==> src/rtl/step_sequencer.sv <==
// Eight-step pattern sequencer: walks stored oscillator masks, gates each for a
// programmable number of sixteenths of the step, and ORs the gated oscillators.
module step_sequencer #(
  parameter int SUB_DIV   = 125000,
  parameter int NUM_STEPS = 8
) (
  input  logic       clk,
  input  logic       rst_n,
  input  logic       run,
  input  logic       wr_en,
  input  logic [2:0] wr_step,
  input  logic [7:0] wr_mask,
  input  logic [3:0] gate_len,
  input  logic [7:0] osc_in,
  output logic [2:0] step,
  output logic       step_tick,
  output logic [7:0] gates,
  output logic       pwmout
);

  localparam int CW = $clog2(SUB_DIV);

  typedef enum logic {IDLE, PLAY} state_t;

  state_t        r_state;
  state_t        w_nextState;
  logic [CW-1:0] r_subCnt;
  logic [3:0]    r_subIdx;
  logic [2:0]    r_step;
  logic          r_stepTick;
  logic [7:0]    r_gates;
  logic [7:0]    r_pattern [8];

  logic w_advance;
  logic w_subWrap;
  logic w_stepWrap;
  logic w_gateEn;

  always_ff @(posedge clk or negedge rst_n) begin
    if (!rst_n) r_state <= IDLE;
    else        r_state <= w_nextState;
  end

  always_comb begin
    w_nextState = r_state;
    case (r_state)
      IDLE:    if (run)  w_nextState = PLAY;
      PLAY:    if (!run) w_nextState = IDLE;
      default: w_nextState = IDLE;
    endcase
  end

  // Counters only move while playing and still running; stopping clears them at once.
  assign w_advance  = (r_state == PLAY) && run;
  assign w_subWrap  = (r_subCnt == CW'(SUB_DIV - 1));
  assign w_stepWrap = w_subWrap && (r_subIdx == 4'd15);
  assign w_gateEn   = (r_state == PLAY) && (r_subIdx < gate_len);

  always_ff @(posedge clk or negedge rst_n) begin
    if (!rst_n) begin
      r_subCnt   <= '0;
      r_subIdx   <= '0;
      r_step     <= '0;
      r_stepTick <= 1'b0;
    end else if (!w_advance) begin
      r_subCnt   <= '0;
      r_subIdx   <= '0;
      r_step     <= '0;
      r_stepTick <= 1'b0;
    end else begin
      r_stepTick <= w_stepWrap;
      if (w_subWrap) begin
        r_subCnt <= '0;
        r_subIdx <= r_subIdx + 4'd1;
        if (r_subIdx == 4'd15)
          r_step <= (r_step == 3'(NUM_STEPS - 1)) ? 3'd0 : r_step + 3'd1;
      end else begin
        r_subCnt <= r_subCnt + CW'(1);
      end
    end
  end

  // Gate register samples the current step's stored mask, so it trails the counters by one cycle.
  always_ff @(posedge clk or negedge rst_n) begin
    if (!rst_n) r_gates <= '0;
    else        r_gates <= r_pattern[r_step] & {8{w_gateEn}};
  end

  always_ff @(posedge clk or negedge rst_n) begin
    if (!rst_n) begin
      for (int i = 0; i < 8; i++) r_pattern[i] <= '0;
    end else if (wr_en) begin
      r_pattern[wr_step] <= wr_mask;
    end
  end

  assign step      = r_step;
  assign step_tick = r_stepTick;
  assign gates     = r_gates;
  assign pwmout    = |(osc_in & r_gates);

endmodule

==> config.mk <==
export PLATFORM = sky130hd
export DESIGN_NAME = step_sequencer
export DESIGN_NICKNAME = d
export VERILOG_FILES = /design/src/rtl/step_sequencer.sv
export SDC_FILE = /design/constraint.sdc
export NUM_CORES = 1
export LEC_CHECK = 0
export BUFFER_PORTS_ARGS = -buffer_cell sky130_fd_sc_hd__clkbuf_2
export CAP_MARGIN = 5
export CELL_PAD_IN_SITES_DETAIL_PLACEMENT = 2
export CELL_PAD_IN_SITES_GLOBAL_PLACEMENT = 2
export CORE_MARGIN = 3
export CORE_UTILIZATION = 40
export CTS_BUF_LIST = sky130_fd_sc_hd__clkbuf_8
export CTS_CLUSTER_SIZE = 14
export DETAILED_ROUTE_END_ITERATION = 7
export PLACE_DENSITY = 0.85
export SETUP_SLACK_MARGIN = 0.2
export SYNTH_ARGS = -nofsm -noshare
export SYNTH_HDL_FRONTEND = slang
export SYNTH_SLANG_ARGS = --single-unit
==> constraint.sdc <==
create_clock -name clk -period 2.7 [get_ports clk]
set_clock_uncertainty 0.15 [all_clocks]
set_input_delay 0.54 -clock clk [delete_from_list [all_inputs] [get_ports clk]]
set_output_delay 0.54 -clock clk [all_outputs]
set_load 0.1 [all_outputs]
==> summary.md, run 1 <==
| Metric | Value |
|---|---|
| Max IR drop VDD | approximately 370 uV |
| Post-Syn Area | 4560 um2 |
| Wirelength per Cell | 24.0 um |
| Max-capacitance violation count | 0 |
| Setup crit end kind | primary output |
| Least-Margin Pin Slew | around 670 ps |
| Crit path max fanout | 20 |
| HP Class | primary input to register |
| Clk network pwr share | 25.8% |
| Final Hold Vio Count | 0 |
| Worst Path Arrival | 1610 ps |
| Clk slew on worst S/H paths | 90 ps |
| Net Sw Frac | 30.3% |
| Area Growth Syn to Fin | 13.7% |
| Port Buf Inserts | 39 |
| Reg2reg start | r_subCnt[0] |
| CP required | roughly 2000 ps |
| Buf+Inv Stages, Crit Path | 1 |
| Placed insts | 511 |
| Pins Over Slew Limit | 0 |
| H-Tree Depth | 3 |
| Setup CP Type | register to primary output |
| 1st-iter DRT viols | 156 |
| Avg Cell Area, Syn | 13.6 um2 |
| RD Place Congestion | ~0.75 |
| Crit path capture | step[0] |
| CP startpoint kind | register |
| Post-synthesis net count | 368 |
| PnR Total Power | between 3 and 4 mW |
| Comb power frac | a little under a fifth |
| Synth Register Bits | just under 100 |
| Final setup viols | 0 |
| Period Utilization, post-route | 85.0% |
| Site Rows | 38 |
| Yosys cell types | 36 |
| Critical Path Source | step[0] |
| WL final | 12700 um |
| Final antenna-violating net count | 0 |
| Crit-path slowest cell | dfrtp_4 |
| CTS tree | yes |
| FILL cells | 1053 |
| Final Core Density | about 47% |
| Die height | 113 um |
| Sw power | 1.02 mW |
| CP delay by family, top | flip-flops |
| Int Power | 2.34 mW |
| Largest net degree at the start of global routing | 45 |
| Die area | 12700 um2 |
| Critical Path, Cell by Cell | clkbuf_2 |
| Remaining Overflow, GRT | 0 |
| Ant diodes | 0 |
| Leak pwr | about 2.2 nW |
| Fin cells | 530 |
| Placed inst area | 4980 um2 |
| Drc violations | 0 |
| Post-route setup TNS | 0 ps |
| Number of global-route vias before repair | 3493 |
| TritonCTS Buffers | 9 |
| Pwr per Cell Area | 648 nW/um2 |
| R2R depth | 6 |
| R2R Path End | step[0] |
| DIE WIDTH | 113 um |
| GR Util All Layers | between 20% and 30% |
| Fraction of layout cells with a size suffix above 1 | 40.8% |
| Vias per cell | 5.78 |
| Root Buffer | clkbuf_8 |
| Core area | 11000 um2 |
| Antenna violations before repair | 0 |
| Layout Nets | about 420 |
| Global-route wire length before repair | 20400 um |
| Initial core utilization | between 40% and 50% |
| TritonRoute pass-1 iters | 4 |
| Max Fclk | 436 MHz |
| Share of total power in sequential cells | between 50 and 60% |
| CTS max path bufs | 2 |
| Clock sink total | 98 |
| Design Area, Final | 5180 um2 |
| Via count | between 3000 and 4000 |
| Rel. slew slack | 55.2% |
| Slowest stage delay, CP | 700 ps |
| HPWL Detailed | between 8000 and 9000 um |
| # IOs | 40 |
| Status | completed |
| Crit path depth | 1 |
| Final min period | between 2000 and 2500 ps |
| Mapped Cells | 334 |
| Clk_lat worst skew | 370 ps |
| Synthesis warning total | 0 |
| RSZ-0062 raised after global routing | false |
| Reg2reg setup slack | roughly 560 ps |
| Register area share after synthesis | 53.8% |
[cells in the mapped netlist]
library cell / instances / area share [%]
and3_1: 2 / 0.27
ha_1: 7 / 1.9
nand2b_1: 3 / 0.41
nor4_1: 4 / 0.55
and4bb_2: 1 / 0.27
buf_1: 3 / 0.25
buf_2: 5 / 0.55
mux2i_1: 8 / 1.8
or3_1: 1 / 0.14
inv_1: 7 / 0.58
a22oi_1: 4 / 0.66
nand4_1: 8 / 1.1
dfrtp_1: 98 / 54
and4_1: 1 / 0.19
nand2_1: 9 / 0.74
nand4_4: 1 / 0.47
nor3_2: 2 / 0.44
xnor2_1: 11 / 2.1
a21oi_1: 8 / 0.88
nand4b_1: 3 / 0.58
a21o_1: 3 / 0.49
xor2_1: 3 / 0.58
and2_1: 1 / 0.14
nor2_1: 19 / 1.6
nor4b_1: 1 / 0.19
nor3b_2: 2 / 0.55
nand3_1: 7 / 0.77
o21ai_0: 5 / 0.55
a211oi_1: 8 / 1.3
o31ai_1: 3 / 0.49
or4_1: 5 / 0.82
clkbuf_1: 5 / 0.41
mux2_2: 64 / 16
nor3_1: 5 / 0.55
nor2b_1: 1 / 0.14
mux4_2: 16 / 7.9
[cell usage in the layout, fill, tap and decap left out, types with 2 or more instances in the layout]
cell / netlist / layout
nor3_2: 2 / 2
nand3_1: 7 / 7
ha_1: 7 / 7
nor3_1: 5 / 5
inv_1: 7 / 10
xor2_1: 3 / 3
clkinv_4: 0 / 2
nand4_1: 8 / 8
mux2i_1: 8 / 8
nor4_1: 4 / 4
a21o_1: 3 / 3
o31ai_1: 3 / 3
a22oi_1: 4 / 4
mux4_2: 16 / 16
clkbuf_8: 0 / 10
a21oi_1: 8 / 8
clkbuf_2: 0 / 38
dfrtp_1: 98 / 90
nor3b_2: 2 / 2
nand4b_1: 3 / 3
nor2_1: 19 / 19
and3_1: 2 / 2
dfrtp_2: 0 / 7
or4_1: 5 / 5
xnor2_1: 11 / 11
nand2_1: 9 / 9
mux2_2: 64 / 64
a211oi_1: 8 / 8
o21ai_0: 5 / 5
buf_4: 0 / 13
nand2b_1: 3 / 3
[layer usage]
layer	GRT usage (%)	wire length [um]
met5	0	0
met1	26.5	5340
met2	37.1	6640
met4	8.57	343
met3	3.42	417
[power groups by stage]
| stage | combinational (mW) | clock, mW | sequential, mW |
|---|---|---|---|
| global placement | 0.598 | 0 | 1.82 |
| global route | 0.693 | 0.942 | 1.87 |
| CTS | 0.656 | 0.884 | 1.84 |
| detailed placement | 0.641 | 0 | 1.86 |
| floorplan | 0.360 | 0 | 1.91 |
| finish | 0.646 | 0.867 | 1.84 |
[area by class of cell]
cell class	instances	area (um2)	area share (%)
multi-input cells	216	2020	39.0
repair buffers	53	318	6.14
clock inverters	6	36.3	0.700
flip-flops and latches	98	2460	47.6
clock buffers	10	138	2.66
inverters	7	26.3	0.507
well taps	140	175	3.38
[repair_timing]
action,CTS,global route
hold endpoints to repair,25,0
buffers inserted,0,2
pin swaps,0,1
hold buffers,1,0
resized for setup,1,0
endpoints found under the setup margin,1,4
[sequential cells by signal, summed over array words and instances (netlist names)]
name and count:
gates 8, r_pattern 64, r_state 1, r_subCnt 17, r_subIdx 4, step 3
step_tick 1
[worst min path at each step]
| stage | cells after the start | endpoint | from | slack, ps |
|---|---|---|---|---|
| final | 1 | r_state | run | 140 |
| after global routing | 1 | r_state | run | 130 |
| after CTS | 1 | r_state | run | 130 |
| after detailed placement | 1 | r_pattern[47] | r_pattern[47] | 340 |
| after global placement | 1 | r_subCnt[0] | r_subCnt[0] | 320 |
| after floorplan | 0 | gates[0] | rst_n | 90 |
[cell families (layout without fill, tap and decap cells)]
group | after synthesis | count (layout) | synth area share (%)
adder cells (fa/ha/maj) | 7 | 7 | 1.92
XOR/XNOR | 14 | 14 | 2.69
multiplexers | 88 | 88 | 25.5
flip-flops | 98 | 98 | 53.8
AO/OA/AOI/OAI | 31 | 31 | 4.39
AND/OR/NAND/NOR | 76 | 76 | 9.89
buffers and inverters | 20 | 76 | 1.79
[stage by stage]
| step | hold WS [ps] | setup WS [ps] |
|---|---|---|
| 2_1_floorplan | 94.4 | 95.3 |
| 3_3_place_gp | 319 | 515 |
| 3_5_place_dp | 342 | 404 |
| 4_1_cts | 127 | 289 |
| 5_1_grt | 129 | 315 |
| 6_report | 142 | 405 |
No activity file was read; power rests on OpenSTA's default activity.
==> run 2, diff against run 1 <==
Settings changed: SETUP_SLACK_MARGIN 0.2 to 0.02.
Clock period 2.7 ns to 2.3 ns, I/O delays scaled along.
==> run 2 against run 1 <==
Net effect: via count is essentially flat; largest power group unchanged; register-to-register slack worse by 370 ps; sequential share of layout area shrank 0.59 points; worst hold slack got worse by 83 ps; non-clock buffer count is 3 higher; critical path type unchanged; cell count is 0.57% higher; die area unchanged; core utilization grew 0.79 points; worst setup slack worse by 280 ps; critical path depth rose by 2; power increased by 23%.
==> summary.md, run 2 (synthesis results as in run 1) <==
| Metric | Value |
|---|---|
| Vias per cell | 5.75 (-0.53%) |
| Core area | 11000 um2 (unchanged) |
| Wirelength per Cell | 24.3 um (+1.0%) |
| Comb power frac | 18.4% (-0.8 points) |
| CP required | 1690 ps (-320 ps) |
| Status | completed |
| RSZ-0062 raised after global routing | false |
| Least-Margin Pin Slew | 567 ps (-101 ps) |
| Setup crit end kind | primary output |
| H-Tree Depth | 3 (unchanged) |
| Ant diodes | 0 (unchanged) |
| CTS tree | yes |
| 1st-iter DRT viols | 137 (-12%) |
| Pins Over Slew Limit | 0 (unchanged) |
| Site Rows | 38 (unchanged) |
| Port Buf Inserts | 39 (unchanged) |
| Post-CTS Setup Inserts | 0 (unchanged) |
| Final antenna-violating net count | 0 (unchanged) |
| Worst Path Arrival | 1560 ps (-50 ps) |
| TritonRoute pass-1 iters | 4 (unchanged) |
| Root Buffer | clkbuf_8 |
| Design Area, Final | 5270 um2 (+1.7%) |
| Net Sw Frac | 29.3% (-0.98 points) |
| Biggest register | r_pattern |
| Rel. slew slack | 62.4% (+7.1 points) |
| Global-route wire length before repair | 20600 um (+0.98%) |
| Drc violations | 0 (unchanged) |
| Initial core utilization | 41.5% (unchanged) |
| Post-route setup TNS | 0 ps (unchanged) |
| Layout Nets | 422 (+0.72%) |
| Die height | 113 um (unchanged) |
| Setup CP Type | register to primary output |
| Storage cell area | 2470 um2 (+0.41%) |
| HPWL Detailed | 9180 um (+8.5%) |
| Via count | 3067 (+0.033%) |
| Clk network pwr share | 29.3% (+3.5 points) |
| Die area | 12700 um2 (unchanged) |
| Max Fclk | 460 MHz |
| FILL cells | 1050 (-0.28%) |
| Int Power | 2.93 mW (+25%) |
| Antenna violations before repair | 0 (unchanged) |
| Max IR drop VDD | 345 uV (-5.5%) |
| GR Util All Layers | 21.6% (+0.25 points) |
| WL final | 12900 um (+1.6%) |
| Final setup viols | 0 (unchanged) |
| Remaining Overflow, GRT | 0 (unchanged) |
| Period Utilization, post-route | 94.5% |
| HP Class | primary input to register |
| Max-capacitance violation count | 0 (unchanged) |
| Pre-CTS setup slack | 204 ps (-200 ps) |
| Clk_lat worst skew | 370 ps (about the same) |
| DIE WIDTH | 113 um (unchanged) |
| Crit path max fanout | 2 (-90%) |
| # IOs | 40 (unchanged) |
| Fraction of layout cells with a size suffix above 1 | 42.2% (+1.5 points) |
| CTS max path bufs | 2 (unchanged) |
| Largest net degree at the start of global routing | 76 (+69%) |
| Sw power | 1.22 mW (+19%) |
| TritonCTS Buffers | 9 (unchanged) |
| Footprint of the multi-input gates | 2020 um2 (unchanged) |
| Leak pwr | 2.20 nW (+1.2%) |
| Max FFs per register | 64 (unchanged) |
| Final min period | roughly 2200 ps |
| Number of global-route vias before repair | 3548 (+1.6%) |
| Placed inst area | 5040 um2 (+1.3%) |
| Clock sink total | 98 (unchanged) |
| Share of total power in sequential cells | 52.4% (-2.5 points) |
| Commonest cells after routing, fill and taps aside | 88 x dfrtp_1, 64 x mux2_2, 38 x clkbuf_2 |
| PnR Total Power | 4.14 mW (+23%) |
| Hold slack | 59.4 ps (-82.6 ps) |
| Commonest non-fill, non-tap cell in the layout | dfrtp_1 |
| Clk slew on worst S/H paths | 90 ps (about the same) |
| RD Place Congestion | 0.723 (-3.1%) |
| Final Hold Vio Count | 0 (unchanged) |
| CP startpoint kind | register |
| Setup slack after layout | 127 ps (-278 ps) |
| Pwr per Cell Area | 787 nW/um2 (+21%) |
| Area Growth Syn to Fin | 15.6% |
run 2: area by class of cell:
cell class                      count  area share, %
Clock buffer                       12           3.14
Clock inverter                      4          0.950
Inverter                            7          0.499
Multi-Input combinational cell    216           38.4
Sequential cell                    98           47.0
Tap cell                          140           3.33
Timing Repair Buffer               56           6.70
run 2: power groups by stage:
stage	clock network, mW	logic, mW	registers [mW]
after floorplan	0	0.422	2.25
after global placement	0	0.702	2.14
after detailed placement	0	0.767	2.20
after CTS	1.23	0.773	2.17
after global routing	1.31	0.812	2.20
final	1.21	0.761	2.17
run 2: worst max-delay path: stages (launching register included):
cell	delay, ps
dfrtp_4	490
a22oi_1	210
nand4_1	110
clkbuf_2	380
run 2: path summary, 6_finish.rpt:
kind	to	depth (start not counted)	start	slack, ps
max in group asynchronous	r_pattern[14]	3	rst_n	1110
worst max register to register	r_subIdx[3]	6	r_subCnt[0]	190
min in group asynchronous	gates[1]	3	rst_n	520
worst min-delay path	r_state	1	run	60
worst min register to register	r_pattern[1]	1	r_pattern[1]	360
worst max-delay path	pwmout	3	gates[1]	130
run 2: through the flow:
stage	cells	utilization, %
after floorplan	334	-
after global placement	516	45.9
after detailed placement	516	45.9
after CTS	533	47.9
after global routing	533	47.9
final	533	47.9
run 2: layer usage:
layer	global-route usage [%]	up-vias	part of all wire, %
met2	38.6	65	54
met4	9.70	0	2.8
li1	-	1355	-
met3	2.14	22	2.0
met5	0	-	0
met1	26.3	1625	42
run 2: what timing repair did:
action / 4_1_cts / 5_1_grt
gates resized for setup: 0 / 0
hold buffers: 1 / 0
endpoints found under the hold margin: 98 / 0
==> run 3, diff against run 2 <==
Settings changed: CTS_BUF_LIST sky130_fd_sc_hd__clkbuf_8 to sky130_fd_sc_hd__clkbuf_2 sky130_fd_sc_hd__clkbuf_4 sky130_fd_sc_hd__clkbuf_8.
==> run 3 against run 2 <==
Net effect: cell area barely moved; sequential power about the same; register-to-register slack is essentially flat; sequential share of layout area about the same; critical path depth is the same; power up 0.21%.
==> summary.md, run 3 (synthesis results as in run 1) <==
| Metric | Value |
|---|---|
| FILL cells | 1049 (-0.095%) |
| CTS tree | yes |
| Final Core Density | 48.0% (about the same) |
| Final antenna-violating net count | 0 (unchanged) |
| RD Place Congestion | 0.723 (unchanged) |
| Commonest cells after routing, fill and taps aside | 88 x dfrtp_1, 64 x mux2_2, 38 x clkbuf_2 |
| Final setup viols | 0 (unchanged) |
| 1st-iter DRT viols | 120 (-12%) |
| Via count | 3070 (+0.098%) |
| Critical Path, Cell by Cell | a22oi_1 -> nand4_1 -> clkbuf_2 |
| CTS max path bufs | 2 (unchanged) |
| Root Buffer | clkbuf_8 |
| Biggest register | r_pattern |
| Placed inst area | 5040 um2 (unchanged) |
| Commonest non-fill, non-tap cell in the layout | dfrtp_1 |
| Final Hold Vio Count | 0 (unchanged) |
| TritonRoute pass-1 iters | 4 (unchanged) |
| Antenna violations before repair | 0 (unchanged) |
| Post-CTS Resized | 0 (unchanged) |
| Setup CP Type | register to primary output |
| H-Tree Depth | 3 (unchanged) |
| Drc violations | 0 (unchanged) |
| GR Util All Layers | 21.5% (-0.023 points) |
| Port Buf Inserts | 39 (unchanged) |
| Final min period | 2170 ps (-5.98 ps) |
| Die area | 12700 um2 (unchanged) |
| Fin cells | 533 (unchanged) |
| Period Utilization, post-route | 94.2% (-0.26 points) |
| Leak pwr | 2.20 nW (about the same) |
| Pre-CTS setup slack | 204 ps (unchanged) |
| Placed insts | 516 (unchanged) |
| Pwr per Cell Area | 788 nW/um2 (+0.14%) |
| Vias per cell | 5.76 (about the same) |
| Max FFs per register | 64 (unchanged) |
| DIE WIDTH | 113 um (unchanged) |
| Pins Over Slew Limit | 0 (unchanged) |
| Global-route wire length before repair | 20600 um (about the same) |
| Largest net degree at the start of global routing | 76 (unchanged) |
| Rel. slew slack | 62.4% (about the same) |
| TritonCTS Buffers | 9 (unchanged) |
| Least-Margin Pin Slew | 567 ps (+0.0269 ps) |
| Area Growth Syn to Fin | 15.7% (about the same) |
| Design Area, Final | 5270 um2 (about the same) |
| Post-route setup TNS | 0 ps (unchanged) |
| Initial core utilization | 41.5% (unchanged) |
| Wirelength per Cell | 24.2 um (-0.39%) |
| Hold slack | 62.0 ps (+2.68 ps) |
| CP delay by family, top | flip-flops |
| Fraction of layout cells with a size suffix above 1 | 42.5% (+0.25 points) |
| HPWL Detailed | 9180 um (unchanged) |
| Remaining Overflow, GRT | 0 (unchanged) |
| WL final | 12900 um (-0.39%) |
| HP Class | primary input to register |
| Buf+Inv Stages, Crit Path | 1 (unchanged) |
| PnR Total Power | 4.15 mW (+0.21%) |
| Setup crit end kind | primary output |
| Footprint of the multi-input gates | 2020 um2 (unchanged) |
| Max Fclk | 462 MHz (+0.28%) |
| Max-capacitance violation count | 0 (unchanged) |
| CP required | 1690 ps (about the same) |
| # IOs | 40 (unchanged) |
| Status | completed |
| Crit path max fanout | 2 (unchanged) |
| Storage cell area | 2470 um2 (unchanged) |
| Setup slack after layout | 133 ps (+5.98 ps) |
| Clk_lat worst skew | 370 ps (about the same) |
| RSZ-0062 raised after global routing | false |
| Site Rows | 38 (unchanged) |
| Number of global-route vias before repair | 3551 (+0.085%) |
| Core area | 11000 um2 (unchanged) |
| Slowest stage delay, CP | 480 ps (about the same) |
| Max IR drop VDD | 345 uV (about the same) |
| Crit-path slowest cell | dfrtp_4 |
| Layout Nets | 422 (unchanged) |
| Clk slew on worst S/H paths | 90 ps (about the same) |
| Die height | 113 um (unchanged) |
| Ant diodes | 0 (unchanged) |
| Clock sink total | 98 (unchanged) |
| CP startpoint kind | register |
| Worst Path Arrival | 1560 ps (about the same) |
-- run 3: changes by cell type in the layout (fill, tap and decap cells not counted), sizes merged --
cell / previous run / this run
clkbuf: 50 / 51
inv: 8 / 7
-- run 3: repair_timing --
item,4_1_cts,5_1_grt
hold buffers,1,0
setup buffers,0,0
hold endpoints to repair,98,0
-- run 3: path summary, 6_finish.rpt --
path / from / endpoint / slack (ps) / cells past startpoint
setup / recovery: gates[1] / pwmout / 130 / 3
setup reg to reg: r_subCnt[0] / r_subIdx[3] / 200 / 6
min in group asynchronous: rst_n / r_subIdx[2] / 530 / 3
hold reg to reg: r_pattern[1] / r_pattern[1] / 360 / 1
max in group asynchronous: rst_n / r_pattern[14] / 1100 / 3
hold / removal: run / r_state / 60 / 1
-- run 3: layout make-up --
class | count | area share, %
sequential | 98 | 47.0
tap | 140 | 3.32
inverter | 7 | 0.499
clock buffer | 13 | 3.28
timing repair buffer | 56 | 6.70
multi-input combinational | 216 | 38.4
clock inverter | 3 | 0.878
-- run 3: layer usage --
| metal | up-vias | global-route usage [%] | routed length, um |
|---|---|---|---|
| met3 | 22 | 2.14 | 253 |
| met4 | 0 | 9.70 | 365 |
| li1 | 1355 | - | - |
| met5 | - | 0 | 0 |
| met1 | 1628 | 26.2 | 5350 |
| met2 | 65 | 38.6 | 6920 |
-- run 3: report_power, final --
part           total (mW)  switching, mW  leakage (nW)  internal [mW]
logic               0.760          0.420         0.870          0.340
registers            2.17          0.173          1.22           2.00
clock network        1.22          0.616         0.109          0.607
total                4.15           1.21          2.20           2.94
-- run 3: worst reg2reg max path, delay by kind of cell (launching register included) --
kind | cells | cell delay, ps
compound gates | 1 | 180
buf+inv | 1 | 200
fa+ha+maj | 1 | 280
flops | 1 | 430
simple gates | 3 | 790
